[src/rtl/id_ex_stage.sv]
// ID/EX pipeline register: holds one decoded instruction, resolves operand
// forwarding from MEM/WB, detects load-use hazards and counts stall cycles.
//
// Ports:
//   clk, rst_n         clock, asynchronous active-low reset
//   flush              kill the held and the incoming instruction
//   id_valid/id_ready  decode handshake carrying id_pkt
//   fwd_m, fwd_w       MEM / WB producer buses used for forwarding
//   ex_valid/ex_ready  execute handshake for the held instruction
//   ex_alu_control     ALU control of the held instruction
//   ex_operand_1/2     ALU operands (selected and forwarded)
//   ex_store_data      forwarded rs2 value
//   ex_ctrl            pc, rd_addr, rd_we, is_load of the held instruction
//   stall_cycles       saturating count of hazard stall cycles
//
// Build option: ID_EX_FWD_EN enables MEM/WB forwarding and operand refresh;
// without it operands come from the held data and every in-flight
// dependency (held or MEM) stalls decode.

package id_ex_pkg;
    localparam int DW = 64;

    typedef struct packed {
        logic [3:0] op;
        logic       word;
    } alu_control_packet_t;

    typedef struct packed {
        logic [DW-1:0]       pc;
        logic [4:0]          rs1_addr;
        logic [4:0]          rs2_addr;
        logic                use_rs1;
        logic                use_rs2;
        logic [DW-1:0]       rs1_data;
        logic [DW-1:0]       rs2_data;
        logic [DW-1:0]       imm;
        logic                op1_sel;
        logic                op2_sel;
        alu_control_packet_t alu_control;
        logic [4:0]          rd_addr;
        logic                rd_we;
        logic                is_load;
    } id_ex_packet_t;

    typedef struct packed {
        logic [4:0]    rd_addr;
        logic          we;
        logic          is_load;
        logic [DW-1:0] data;
    } fwd_packet_t;

    typedef struct packed {
        logic [DW-1:0] pc;
        logic [4:0]    rd_addr;
        logic          rd_we;
        logic          is_load;
    } ex_ctrl_t;
endpackage

module id_ex_stage
    import id_ex_pkg::*;
#(
    parameter int XLEN = 64
) (
    input  logic                clk,
    input  logic                rst_n,
    input  logic                flush,
    input  logic                id_valid,
    output logic                id_ready,
    input  id_ex_packet_t       id_pkt,
    input  fwd_packet_t         fwd_m,
    input  fwd_packet_t         fwd_w,
    output logic                ex_valid,
    input  logic                ex_ready,
    output alu_control_packet_t ex_alu_control,
    output logic [XLEN-1:0]     ex_operand_1,
    output logic [XLEN-1:0]     ex_operand_2,
    output logic [XLEN-1:0]     ex_store_data,
    output ex_ctrl_t            ex_ctrl,
    output logic [31:0]         stall_cycles
);

    id_ex_packet_t   held;
    logic            advance;
    logic            hazard;
    logic            hit_held;
    logic [XLEN-1:0] rs1_val;
    logic [XLEN-1:0] rs2_val;
    logic            unused_bits;

    // Does the incoming instruction read the register written by the held one?
    assign hit_held = ex_valid && held.rd_we && (held.rd_addr != 5'd0) &&
                      ((id_pkt.use_rs1 && (id_pkt.rs1_addr == held.rd_addr)) ||
                       (id_pkt.use_rs2 && (id_pkt.rs2_addr == held.rd_addr)));

`ifdef ID_EX_FWD_EN
    // MEM wins over WB; a load in MEM has no data yet and is never chosen
    // (the load-use bubble guarantees the consumer waits for WB).
    function automatic logic [XLEN-1:0] fwd_sel(
        input logic [4:0]    addr,
        input logic [DW-1:0] reg_data,
        input fwd_packet_t   m,
        input fwd_packet_t   w
    );
        logic [XLEN-1:0] v;
        v = XLEN'(reg_data);
        if (addr == 5'd0)
            v = '0;
        else if (m.we && (m.rd_addr == addr) && !m.is_load)
            v = XLEN'(m.data);
        else if (w.we && (w.rd_addr == addr))
            v = XLEN'(w.data);
        return v;
    endfunction

    assign rs1_val = fwd_sel(held.rs1_addr, held.rs1_data, fwd_m, fwd_w);
    assign rs2_val = fwd_sel(held.rs2_addr, held.rs2_data, fwd_m, fwd_w);
    assign hazard  = id_valid && hit_held && held.is_load;

    assign unused_bits = ^{held.use_rs1, held.use_rs2};
`else
    logic hit_mem;

    // WB writes through the register file, so only held and MEM matter.
    assign hit_mem = fwd_m.we && (fwd_m.rd_addr != 5'd0) &&
                     ((id_pkt.use_rs1 && (id_pkt.rs1_addr == fwd_m.rd_addr)) ||
                      (id_pkt.use_rs2 && (id_pkt.rs2_addr == fwd_m.rd_addr)));

    assign rs1_val = XLEN'(held.rs1_data);
    assign rs2_val = XLEN'(held.rs2_data);
    assign hazard  = id_valid && (hit_held || hit_mem);

    assign unused_bits = ^{held.use_rs1, held.use_rs2,
                           held.rs1_addr, held.rs2_addr,
                           fwd_m.is_load, fwd_m.data, fwd_w};
`endif

    assign advance  = !ex_valid || ex_ready;
    assign id_ready = rst_n && advance && !hazard && !flush;

    always_ff @(posedge clk or negedge rst_n) begin
        if (!rst_n) begin
            ex_valid     <= 1'b0;
            held         <= '0;
            stall_cycles <= '0;
        end else begin
            if (flush) begin
                ex_valid <= 1'b0;
            end else if (advance) begin
                ex_valid <= id_valid && id_ready;
                if (id_valid && id_ready)
                    held <= id_pkt;
            end
`ifdef ID_EX_FWD_EN
            else begin
                // Stalled in EX: latch forwarded values so a producer that
                // retires from WB meanwhile is not lost.
                held.rs1_data <= DW'(rs1_val);
                held.rs2_data <= DW'(rs2_val);
            end
`endif
            if (id_valid && hazard && !flush && (stall_cycles != 32'hFFFF_FFFF))
                stall_cycles <= stall_cycles + 32'd1;
        end
    end

    assign ex_operand_1   = held.op1_sel ? XLEN'(held.pc) : rs1_val;
    assign ex_operand_2   = held.op2_sel ? XLEN'(held.imm) : rs2_val;
    assign ex_store_data  = rs2_val;
    assign ex_alu_control = held.alu_control;
    assign ex_ctrl        = '{pc: held.pc, rd_addr: held.rd_addr,
                              rd_we: held.rd_we, is_load: held.is_load};

endmodule
[config.mk]
export PLATFORM = sky130hd
export DESIGN_NAME = id_ex_stage
export DESIGN_NICKNAME = d
export VERILOG_FILES = /design/src/rtl/id_ex_stage.sv
export SDC_FILE = /design/constraint.sdc
export NUM_CORES = 1
export LEC_CHECK = 0
export ABC_AREA = 1
export CORE_AREA = 2 2 286 288
export DETAILED_ROUTE_END_ITERATION = 8
export DIE_AREA = 0 0 288 290
export PLACE_DENSITY = 0.43
export SYNTH_ARGS = -nofsm -noshare
export SYNTH_HDL_FRONTEND = slang
export SYNTH_SLANG_ARGS = --single-unit
export TNS_END_PERCENT = 20
[constraint.sdc]
create_clock -name clk -period 1.8 [get_ports clk]
set_input_delay 0.27 -clock clk [delete_from_list [all_inputs] [get_ports clk]]
set_output_delay 0.27 -clock clk [all_outputs]
set_load 0.01 [all_outputs]
Word level (Yosys, flattened, before mapping)

Index checks and enable logic that the tools add are counted.

Output and inout port bits: 302
Flip-flop bits (word level): 303
Input bits: 429

Add/sub/neg operators: 1
Equal/unequal tests: 5
Bitwise operators: 1
Reduce and logical (&&, ||, !) cells: 28
Muxes and demuxes: 4

Operators by type and width:

| kind                                                             | count |
|---|---|
| 64-bit two-way mux                                               | 2 |
| 32-bit by 1-bit adder with 32-bit output (second input constant) | 1 |
| 32-bit inequality test (second input constant)                   | 1 |
| 5-bit equality test                                              | 4 |
| 1-bit logical AND                                                | 17 |
| 5-bit nonzero test                                               | 2 |
| 1-bit logical OR                                                 | 4 |
| 1-bit logical NOT                                                | 3 |
| 3-bit AND reduction                                              | 1 |
| 1-bit two-way mux                                                | 2 |
| 2-bit nonzero test                                               | 1 |
| 1-bit inverter                                                   | 1 |

Logic depth before layout (Yosys ltp)

Depth in word-level cells: 12
Mapped depth: 13
Depth with buffers taken out: 12

Least setup slack after synthesis

No wires, ideal clock.

Path kind: reg-to-reg
From: register stall_cycles[0]
To: register stall_cycles[21]
Period minus slack after synthesis: 1.713 ns
Required time: 1.683 ns
Slack: 0.087 ns
Arrival: 1.597 ns
Library setup time: 0.117 ns
Cell stages (with the launch flop): 12
Cell sequence: dfrtp_1 -> ha_1 -> nand3_2 -> inv_1 -> nand2_1 -> nor2_1 -> nand2_1 -> inv_1 -> nor2_4 -> buf_4 -> nand2_1 -> nand2_1

Longest elaborated chain between the ends: 2
Elaborated cells on any way between the ends: 3
Those cells by class: add/sub: 1; eq/ne: 1; reduce/logical: 1

RTL lines:

| item                                                                             | line | text |
|---|---|---|
| start: declaration                                                               | 80   | `output logic [31:0] stall_cycles` |
| start signal: assignment                                                         | 163  | `stall_cycles <= stall_cycles + 32'd1;` |
| branches (longest 2 deep; another with 32-bit by 1-bit adder with 32-bit output) | -    |  |

Parallel ways; which one is timed is not known.
A chain may end at the register's enable or synchronous reset.

Worst setup path in the final report

From: register held[12] (netlist name)
To: output port ex_operand_2[37]

Longest elaborated chain between the ends: 1

RTL lines:

| item                     | line | text |
|---|---|---|
| start: declaration       | 83   | `id_ex_packet_t held;` |
| start signal: assignment | 152  | `held <= id_pkt;` |
| 64-bit two-way mux       | 168  | `assign ex_operand_2 = held.op2_sel ? XLEN'(held.imm) : rs2_val;` |
| end: declaration         | 77   | `output logic [XLEN-1:0] ex_operand_2,` |

No other way between the ends.

==> run_results.csv <==
group,metric,value,unit
sta,fmax,0.447,GHz
global_routing,antenna_found_initial,7,
critical_path,crit_chain,"buf_16 > buf_12 > buf_8 > mux2_2 > buf_6",
finish,fin_util,31.5,%
sta,rsz0062_at_grt,"yes",
die,initial_core_util,19.3,%
pwr,powerDensity,1030,nW/um^2
critical_path,critPathMaxStageDelay,0.55,ns
critical_path,crit_cells,5,
clock_network,cts_tree,"done",
synth,yosysSeqAreaShare,48.9,%
drt,drt_iter0_markers,640,
synth,synth_fa_ha_area_share,0.0808,%
finish,layout_common_cells,"nand2_1 (472), inv_1 (303), clkdlybuf4s50_1 (301)",
placed_design,globalplace.congestion,0.875,
critical_path,r2r_cells,15,
synth,synthSimpleGateAreaFrac,14.4,%
clock_network,clock-sinks,303,
pwr,peakVddDrop,0.000567,V
synth,synthXorXnorAreaFrac,1.64,%
drt,antenna_left,0,
sta,drv_slew,0,
synth,synthMuxAreaShare,9.30,%
synth,synth_top_family_by_area,"buffers and inverters",
drt,drc_errors,0,
hold_path,min_path_cells,3,
synth,syn_area_per_cell,8.49,sq um
die,dieArea,83500,sq um
sta,skew,0.0197,ns
finish,multi_input_area,5500,sq um
finish,syn_to_final_growth,62.8,%
drt,wl,57.7,mm
synth,synth_area_leader_cell,"dfrtp_1",
sta,fin_ws,-0.439,ns
placed_design,post-dp-hpwl,42.5,mm
pwr,p_leak,14.4,nW
sta,finalCritPeriodShare,124,%
critical_path,critPathTopFamily,"buffers and inverters",
global_routing,grt_max_degree,109,
critical_path,critPathKind,"reg2out",
drt,dr.pass1.iters,5,
synth,yosys.cell_types.count,25,
clock_network,cts-root-buf,"clkbuf_16",
synth,netlist_area,15500,sq um
synth,syn_nets,2255,
synth,yosys_warnings,0,
placed_design,io_buffers,594,
finish,nets,2812,
die,core-area,80200,sq um
sta,maxSlewHeadroom,54.1,%
sta,setup_viol,380,
critical_path,cp-end-kind,"primary output",
critical_path,path_buf_inv,4,
finish,layout_commonest_cell,"nand2_1",
critical_path,start_kind,"flop",
synth,yosysTopAreaCellShare,48.9,%
global_routing,grt_pass1_vias,14000,
die,pin_count,731,
critical_path,slowest_stage,"dfrtp_4",
hold_path,hp-class,"in2reg",
die,rows,104,
outcome,failed_checks,"negative setup slack",
pwr,total_power,0.0260,W
global_routing,grt-ovfl-total,0,
drt,wl_per_cell,16.6,um
clock_network,clk_pin_slew,0.07,ns
sta,hold_viol,0,
critical_path,arrival,1.97,ns
clock_network,cts_made_buffers,41,
die,die_y,290,um
clock_network,clk_latency,0.58,ns
synth,synth_compound_area_share,8.83,%
synth,synthTopCellsByArea,"dfrtp_1 (49%), nand2_1 (11%), mux2_2 (9.3%), o21ai_0 (8.7%), inv_1 (7.4%)",
finish,seqCellArea,7600,sq um
placed_design,place_ws,-0.621,ns
global_routing,grt_pass1_wl,86.6,mm
die,die_w,288,um
global_routing,grt_use_total,13.5,%
clock_network,h-tree-depth,2,
job,maxCapViolCount,0,
drt,drt-vias-per-instance,3.88,
finish,fill_cells,8398,
outcome,status,"complete, but fails checks",
finish,layout-drive-gt1-share,20.4,%
critical_path,crit_fanout,6,
critical_path,required,1.53,ns
synth,synth-seq-cells,303,
clock_network,clockBufferDepth,3,
sta,tightest_slew,0.689,ns
synth,synthCells,1825,
drt,vias,13500,
sta,finalCriticalPeriod,2.24,ns
## routing by layer
| layer | up-vias | routed length [um] | track usage, % | share of wire, % |
|---|---|---|---|---|
| li1 | 6623 | - | - | - |
| met1 | 6298 | 23300 | 15.6 | 40 |
| met2 | 462 | 28400 | 23.6 | 49 |
| met3 | 98 | 4190 | 3.77 | 7.3 |
| met4 | 6 | 1820 | 4.51 | 3.2 |
| met5 | - | 34 | 0 | 0.059 |
## flip-flops by register name, summed over array words and instances (netlist names)
name / count
stall_cycles: 32
rs1_val: 64
ex_alu_control: 5
ex_ctrl: 71
held: 66
ex_valid: 1
ex_store_data: 64
## worst register-to-register path, stage by stage, from the launching register on
cell and delay (ns):
dfrtp_2 0.45, buf_6 0.13, nand2_1 0.05, nand2_1 0.05, nor2_2 0.13, nand3_1 0.08, nand2_1 0.08, nand2_2 0.08
nand2_2 0.08, buf_4 0.11, buf_4 0.12, nand3_4 0.06, nor2_4 0.10, buf_12 0.20, nand2_1 0.08, nand2_1 0.07
## cells by family after synthesis
| family | count (synthesis) |
|---|---|
| adders and majority gates | 1 |
| AOI/OAI and AO/OA | 273 |
| and+or+nand+nor | 562 |
| DFF | 303 |
| xor gates and xnor gates | 29 |
| muxes | 128 |
| buffers and inverters | 529 |
## final cells by class
type | count | share of cell area, %
well taps | 1060 | 5.26
flip-flops and latches | 303 | 30.1
diodes | 2 | 0.0198
inverters | 309 | 4.60
clock buffers | 62 | 4.98
clock inverters | 11 | 0.719
multi-input cells | 993 | 21.8
repair buffers | 734 | 32.5
## metrics by stage
| step | std cells | instance area, sq um | TNS (ns) | hold WS [ns] |
|---|---|---|---|---|
| after floorplan | 1825 | 15500 | 0 | -0.0256 |
| after global placement | 3364 | 22400 | -146.34 | 0.311 |
| after detailed placement | 3364 | 22400 | -166.24 | 0.308 |
| after CTS | 3466 | 24400 | -81.33 | 0.201 |
| after global routing | 3474 | 25200 | -103.53 | 0.225 |
| final | 3474 | 25200 | -57.82 | 0.250 |
## what timing repair did
item,4_1_cts,5_1_grt
buffers inserted,22,7
hold endpoints to repair,40,0
cloned,7,3
hold buffers,1,0
gates resized for setup,667,310
setup endpoints to repair,561,587
pin swaps,0,3
## power by group
group | switching, W | internal [W]
clock | 0.00331 | 0.00539
sequential | 0.000888 | 0.00798
combinational | 0.00348 | 0.00496
## cell usage after synthesis
library cell	number
nand3_2	1
inv_1	305
nand4_4	1
nand4_2	1
ha_1	1
a21boi_0	1
nor2_1	41
nand4_1	11
buf_2	40
nand2_1	473
inv_2	4
mux2_2	128
dfrtp_1	303
nor2_4	1
o21ai_1	2
clkbuf_2	22
clkbuf_1	12
nor4_1	3
nand3_1	11
nor3_1	18
o21ai_0	270
nand2_2	1
xnor2_1	10
buf_4	146
xor2_1	19
## path summary, 6_finish.rpt
check | endpoint | slack, ns | startpoint
worst max-delay path | ex_operand_2[37] | -0.44 | held[12]
worst min-delay path | ex_store_data[60] | 0.25 | id_pkt[138]
worst max register to register | stall_cycles[29] | -0.15 | ex_ctrl[5]
worst min register to register | held[60] | 0.48 | held[60]
max in group asynchronous | ex_store_data[0] | 0.54 | rst_n
min in group asynchronous | ex_ctrl[23] | 0.30 | rst_n
Note: power is estimated with default switching activity, not from simulation.
